$ cat src/rtl/mem_port_arbiter.sv
// -----------------------------------------------------------------------------
// mem_port_arbiter
//
// Shares one single-port memory bank between three requesters
// (0 = loader, 1 = multiply sequencer, 2 = output reader).
//
// Grants are burst-locked round-robin. The owner keeps the port until it
// flags the last beat of its burst, or until it has stalled (req low while
// granted) for IDLE_TO consecutive cycles. Every release is followed by one
// dead cycle in which IDLE re-arbitrates. The round-robin pointer then moves
// to the requester after the one that just released.
//
// Ports
//   i_clk, i_rst   clock, synchronous active-high reset
//   i_req[2:0]     per-requester access request
//   i_wr[2:0]      per-requester beat type (1 = write, 0 = read)
//   i_last[2:0]    per-requester last-beat-of-burst flag
//   i_addr         packed addresses, requester i at [i*ADDR_W +: ADDR_W]
//   i_wdata        packed write data, requester i at [i*DATA_W +: DATA_W]
//   o_gnt[2:0]     one-hot grant (registered)
//   o_rvalid[2:0]  one-hot read-data-valid (registered)
//   o_rdata        read data, meaningful only while an o_rvalid bit is high
//   o_mem_*        memory pins, driven combinationally from the owner's beat
//   i_mem_rdata    memory read data, valid the cycle after a read enable
//   o_busy         high while a requester owns the port
// -----------------------------------------------------------------------------
module mem_port_arbiter #(
    parameter int ADDR_W  = 16,
    parameter int DATA_W  = 8,
    parameter int IDLE_TO = 4    // legal range 1..15
) (
    input  logic                  i_clk,
    input  logic                  i_rst,
    input  logic [2:0]            i_req,
    input  logic [2:0]            i_wr,
    input  logic [2:0]            i_last,
    input  logic [3*ADDR_W-1:0]   i_addr,
    input  logic [3*DATA_W-1:0]   i_wdata,
    output logic [2:0]            o_gnt,
    output logic [2:0]            o_rvalid,
    output logic [DATA_W-1:0]     o_rdata,
    output logic                  o_mem_en,
    output logic                  o_mem_ren,
    output logic                  o_mem_wen,
    output logic [ADDR_W-1:0]     o_mem_addr,
    output logic [DATA_W-1:0]     o_mem_wdata,
    input  logic [DATA_W-1:0]     i_mem_rdata,
    output logic                  o_busy
);

    typedef enum logic {
        S_IDLE = 1'b0,
        S_OWN  = 1'b1
    } state_t;

    localparam logic [3:0] STALL_LIMIT = 4'(IDLE_TO);

    // -------------------------------------------------------------------------
    // Registers
    // -------------------------------------------------------------------------
    state_t      r_state;
    logic [1:0]  r_owner;
    logic [1:0]  r_ptr;
    logic [3:0]  r_stall;
    logic [2:0]  r_gnt;
    logic [2:0]  r_rvalid;
    logic        r_busy;

    // -------------------------------------------------------------------------
    // Helpers: modulo-3 increment and one-hot encode of a 0..2 index
    // -------------------------------------------------------------------------
    function automatic logic [1:0] inc_mod3(input logic [1:0] x);
        return (x == 2'd2) ? 2'd0 : x + 2'd1;
    endfunction

    function automatic logic [2:0] to_onehot(input logic [1:0] x);
        return 3'b001 << x;
    endfunction

    // First set request scanning ptr, ptr+1, ptr+2 (mod 3). Only meaningful
    // when at least one request bit is set.
    function automatic logic [1:0] rr_pick(input logic [2:0] req,
                                           input logic [1:0] ptr);
        logic [1:0] p1;
        logic [1:0] p2;
        p1 = inc_mod3(ptr);
        p2 = inc_mod3(p1);
        if (req[ptr])     return ptr;
        else if (req[p1]) return p1;
        else              return p2;
    endfunction

    // -------------------------------------------------------------------------
    // Owner input selection
    // -------------------------------------------------------------------------
    logic                w_own_req;
    logic                w_own_wr;
    logic                w_own_last;
    logic [ADDR_W-1:0]   w_own_addr;
    logic [DATA_W-1:0]   w_own_wdata;

    // NOTE: every signal assigned in an always_comb gets a default first so
    // that no path leaves it unassigned, which would infer a latch.
    always_comb begin
        w_own_req   = i_req[0];
        w_own_wr    = i_wr[0];
        w_own_last  = i_last[0];
        w_own_addr  = i_addr[0 +: ADDR_W];
        w_own_wdata = i_wdata[0 +: DATA_W];
        case (r_owner)
            2'd1: begin
                w_own_req   = i_req[1];
                w_own_wr    = i_wr[1];
                w_own_last  = i_last[1];
                w_own_addr  = i_addr[ADDR_W +: ADDR_W];
                w_own_wdata = i_wdata[DATA_W +: DATA_W];
            end
            2'd2: begin
                w_own_req   = i_req[2];
                w_own_wr    = i_wr[2];
                w_own_last  = i_last[2];
                w_own_addr  = i_addr[2*ADDR_W +: ADDR_W];
                w_own_wdata = i_wdata[2*DATA_W +: DATA_W];
            end
            default: ;
        endcase
    end

    // A beat is any granted cycle in which the owner is requesting; all
    // memory activity and all burst bookkeeping keys off this single term.
    logic        w_beat;
    logic        w_release;
    logic [3:0]  w_stall_nx;
    logic [1:0]  w_pick;

    assign w_beat = (r_state == S_OWN) && w_own_req;

    // Stall count after this cycle if it is a bubble, saturating at the limit.
    assign w_stall_nx = (r_stall >= STALL_LIMIT) ? STALL_LIMIT : r_stall + 4'd1;

    // Burst end and forced release share one path. A beat clears the stall
    // counter, so the two causes can never coincide.
    assign w_release = (r_state == S_OWN) &&
                       ( w_beat ? w_own_last : (w_stall_nx == STALL_LIMIT) );

    assign w_pick = rr_pick(i_req, r_ptr);

    // -------------------------------------------------------------------------
    // Memory pins: pass the owner's beat straight through, quiet otherwise
    // -------------------------------------------------------------------------
    always_comb begin
        o_mem_en    = 1'b0;
        o_mem_ren   = 1'b0;
        o_mem_wen   = 1'b0;
        o_mem_addr  = '0;
        o_mem_wdata = '0;
        if (w_beat) begin
            o_mem_en    = 1'b1;
            o_mem_wen   = w_own_wr;
            o_mem_ren   = ~w_own_wr;
            o_mem_addr  = w_own_addr;
            o_mem_wdata = w_own_wdata;
        end
    end

    // -------------------------------------------------------------------------
    // Arbitration FSM with registered grant / valid / busy
    // -------------------------------------------------------------------------
    // NOTE: sequential state uses non-blocking assignments so every register
    // samples the pre-edge values, independent of statement order.
    always_ff @(posedge i_clk) begin
        if (i_rst) begin
            r_state  <= S_IDLE;
            r_owner  <= 2'd0;
            r_ptr    <= 2'd0;
            r_stall  <= 4'd0;
            r_gnt    <= 3'b000;
            r_rvalid <= 3'b000;
            r_busy   <= 1'b0;
        end else begin
            // Read return is tagged with the owner at issue time, so data is
            // still delivered when the same beat also released the grant.
            r_rvalid <= (w_beat && !w_own_wr) ? to_onehot(r_owner) : 3'b000;

            case (r_state)
                S_IDLE: begin
                    if (|i_req) begin
                        r_state <= S_OWN;
                        r_owner <= w_pick;
                        r_gnt   <= to_onehot(w_pick);
                        r_busy  <= 1'b1;
                        r_stall <= 4'd0;
                    end
                end

                S_OWN: begin
                    if (w_release) begin
                        r_state <= S_IDLE;
                        r_gnt   <= 3'b000;
                        r_busy  <= 1'b0;
                        r_ptr   <= inc_mod3(r_owner);
                        r_stall <= 4'd0;
                    end else if (w_beat) begin
                        r_stall <= 4'd0;
                    end else begin
                        r_stall <= w_stall_nx;
                    end
                end
            endcase
        end
    end

    assign o_gnt    = r_gnt;
    assign o_rvalid = r_rvalid;
    assign o_busy   = r_busy;

    // The memory returns data one cycle after the read enable, which is the
    // same cycle o_rvalid is high, so read data is forwarded unregistered.
    assign o_rdata  = i_mem_rdata;

endmodule

$ cat config.mk
export PLATFORM = sky130hd
export DESIGN_NAME = mem_port_arbiter
export DESIGN_NICKNAME = d
export VERILOG_FILES = /design/src/rtl/mem_port_arbiter.sv
export SDC_FILE = /design/constraint.sdc
export NUM_CORES = 1
export LEC_CHECK = 0
export ABC_AREA = 1
export BUFFER_PORTS_ARGS = -buffer_cell sky130_fd_sc_hd__buf_2
export CORE_UTILIZATION = 41
export CTS_CLUSTER_DIAMETER = 120
export DETAILED_ROUTE_END_ITERATION = 6
export HOLD_SLACK_MARGIN = 0.12
export PLACE_DENSITY_LB_ADDON = 0.2
export SKIP_LAST_GASP = 1
export SYNTH_ARGS = -nofsm -noshare
export SYNTH_HDL_FRONTEND = slang
export SYNTH_SLANG_ARGS = --single-unit
$ cat constraint.sdc
create_clock -name i_clk -period 4.4 [get_ports i_clk]
set_clock_uncertainty 0.05 [all_clocks]
set_input_delay 0.66 -clock i_clk [delete_from_list [all_inputs] [get_ports i_clk]]
set_output_delay 0.66 -clock i_clk [all_outputs]
set_load 0.05 [all_outputs]
==> metrics.txt <==
Final min period 3.53 ns; arrival time worst endpoint 2.82 ns; clock insertion delay at the later pin of the skew report 0.28 ns; Crit Path Class reg2out; post-synthesis register bit count 16; met2 wire length 2.28 mm; Starting Density 43.9%; Hold Startpoint r_stall[3]; Post-synth top flop dfxtp_1; post-synth cell types 21; Die Wd 62.5 um; CP endpoint kind output pin; count of final max-slew check failures 0; core footprint 3420 um^2; die area 3900 um^2; Worst VDD drop 0.238 mV; vias per cell 4.93; Clock Sinks 16; via count 1948; slew at the pin with the worst max-slew slack 1.03 ns; routability congestion estimate 0.871; DRC 0; most numerous cell in the Yosys netlist nand2_1; DRT Wirelength 4.82 mm; max_cap viols 0; hold_buf cts 0; leading area contributor after synthesis nand2_1; FF/Latch Area 320 um^2; Post-synth EDFFs 0; cells after synthesis 249; CTS buffer count 3; fraction of layout cells with a size suffix above 1 37.0%; post-CTS setup buffers 0; M1 WL 2.08 mm; CP Max Fanout 30; RR Startpoint r_owner[0]; Layout Area Growth over Synthesis 37.6%; drt pass-1 iters 4; worst hold slack 0.406 ns; Die Ht 62.5 um; RSZ-0062 raised after global routing no; synth cell count leaders 87 x nand2_1, 33 x a21oi_1, 24 x a22o_1, 19 x inv_1, 16 x dfxtp_1; Pwr Density 303 nW/um^2; status completed; clock buffer depth 2; routed wl met3 364 um; DP HPWL 3.55 mm; H-tree Lvls 1; share of the synthesized area in the top cell type 21.8%; synthesized area 1500 um^2; dpl ws 1.20 ns; antenna violations before repair 0; crit path launch type flip-flop; maximum clock rate 0.283 GHz; routed len/inst 12.2 um; synthesized area per cell 6.02 um^2; Worst Path Required 3.69 ns; slew margin rel. 31.0%; setup tns final 0 ns; fill count 368; top cells by area, synth nand2_1 22%, dfxtp_1 21%, a22o_1 14%; Hold Path Class reg2reg; vias in the first global route 1789; number of gates resized after cts 0; Site Rows 21; post-route clock period utilization 80.3%; Lkg Pwr 1.18 nW; CP startpoint r_owner[0]; Async SR Flop Fraction 0%; global route overflow 0; post-synthesis sequential area ratio 21.4%; GRT Resource Usage Total 23.9%; Syn. warnings 0; Inserted Diodes 0; total I/O pin count 133; Top Layer Used met4; TritonCTS clock tree built; Synth Net Count 345; Final Hold Viols 0; PortBufs 116; initial drt markers 120; setup violators final 0; Final Net Count 446; Root Driver clkbuf_4; global-route wire length before repair 7.87 mm; largest net degree at the start of global routing 31; Detail Route Antenna Nets 0; area of the multi-input gates 970 um^2; clk slew on worst S/H paths 0.09 ns; final worst slack 0.865 ns
## registers in the layout, indices dropped and copies added, names as in the netlist
| register | count |
|---|---|
| r_stall | 4 |
| r_state | 1 |
| o_busy | 1 |
| r_owner | 2 |
| r_ptr | 2 |
| o_rvalid | 3 |
| o_gnt | 3 |
## final cells by class
class / instances / share of cell area [%]
well taps: 46 / 2.79
inverters: 20 / 3.64
flip-flops and latches: 16 / 15.5
multi-input cells: 190 / 47.0
repair buffers: 119 / 29.2
clock buffers: 4 / 1.76
## metrics by stage
step           std cells  instance area (um^2)  util (%)  total power [W]
2_1_floorplan        249                  1500         -         0.000458
3_3_place_gp         391                  2030      59.3         0.000529
3_5_place_dp         391                  2030      59.3         0.000531
4_1_cts              395                  2060      60.4         0.000629
5_1_grt              395                  2060      60.4         0.000669
6_report             395                  2060      60.4         0.000625
## kinds of logic (layout without fill, tap and decap cells)
kind of cell | Yosys count | in the layout | synth area share, %
AO/OA/AOI/OAI | 61 | 61 | 26.4
adder cells (fa/ha/maj) | 5 | 5 | 4.17
buffers and inverters | 43 | 143 | 13.9
flip-flops | 16 | 16 | 21.4
AND/OR/NAND/NOR | 124 | 124 | 34.1
## layout by cell type (no fill, tap or decap), types with 4 or more instances in the layout
| cell type | synthesis | layout |
|---|---|---|
| dfxtp_1 | 16 | 16 |
| inv_1 | 19 | 19 |
| a21oi_1 | 33 | 33 |
| buf_2 | 8 | 116 |
| nand3_1 | 12 | 12 |
| nor2_1 | 14 | 14 |
| nor3_1 | 4 | 4 |
| a22o_1 | 24 | 24 |
| nand2_1 | 87 | 87 |
| ha_1 | 5 | 5 |
| o21ai_0 | 4 | 4 |
## where the power goes
| group | internal (W) | switching (W) | total (W) |
|---|---|---|---|
| logic | 0.000109 | 0.000255 | 0.000364 |
| clock network | 0.0000503 | 0.0000456 | 0.0000959 |
| registers | 0.000156 | 0.00000905 | 0.000165 |
## layer usage
layer / vias up / track usage, %
met2: 85 / 40.1
met1: 838 / 30.6
li1: 1015 / -
met4: 0 / 8.14
met5: - / 0
met3: 10 / 4.38
## critical path, stage by stage, from the launching register on
cell and delay, ns:
dfxtp_1 0.41, inv_1 0.12, ha_1 0.33, buf_4 0.23, nand3_1 0.11, nand2_1 0.58
a21oi_1 0.43, buf_2 0.32
## path summary, 6_finish.rpt
kind | end | slack, ns | depth (start not counted)
max reg2reg | o_gnt[0] | 1.60 | 10
min | r_stall[3] | 0.41 | 2
min reg2reg | r_stall[3] | 0.41 | 2
max | o_mem_wdata[7] | 0.87 | 7
No activity file was read; power rests on OpenSTA's default activity.
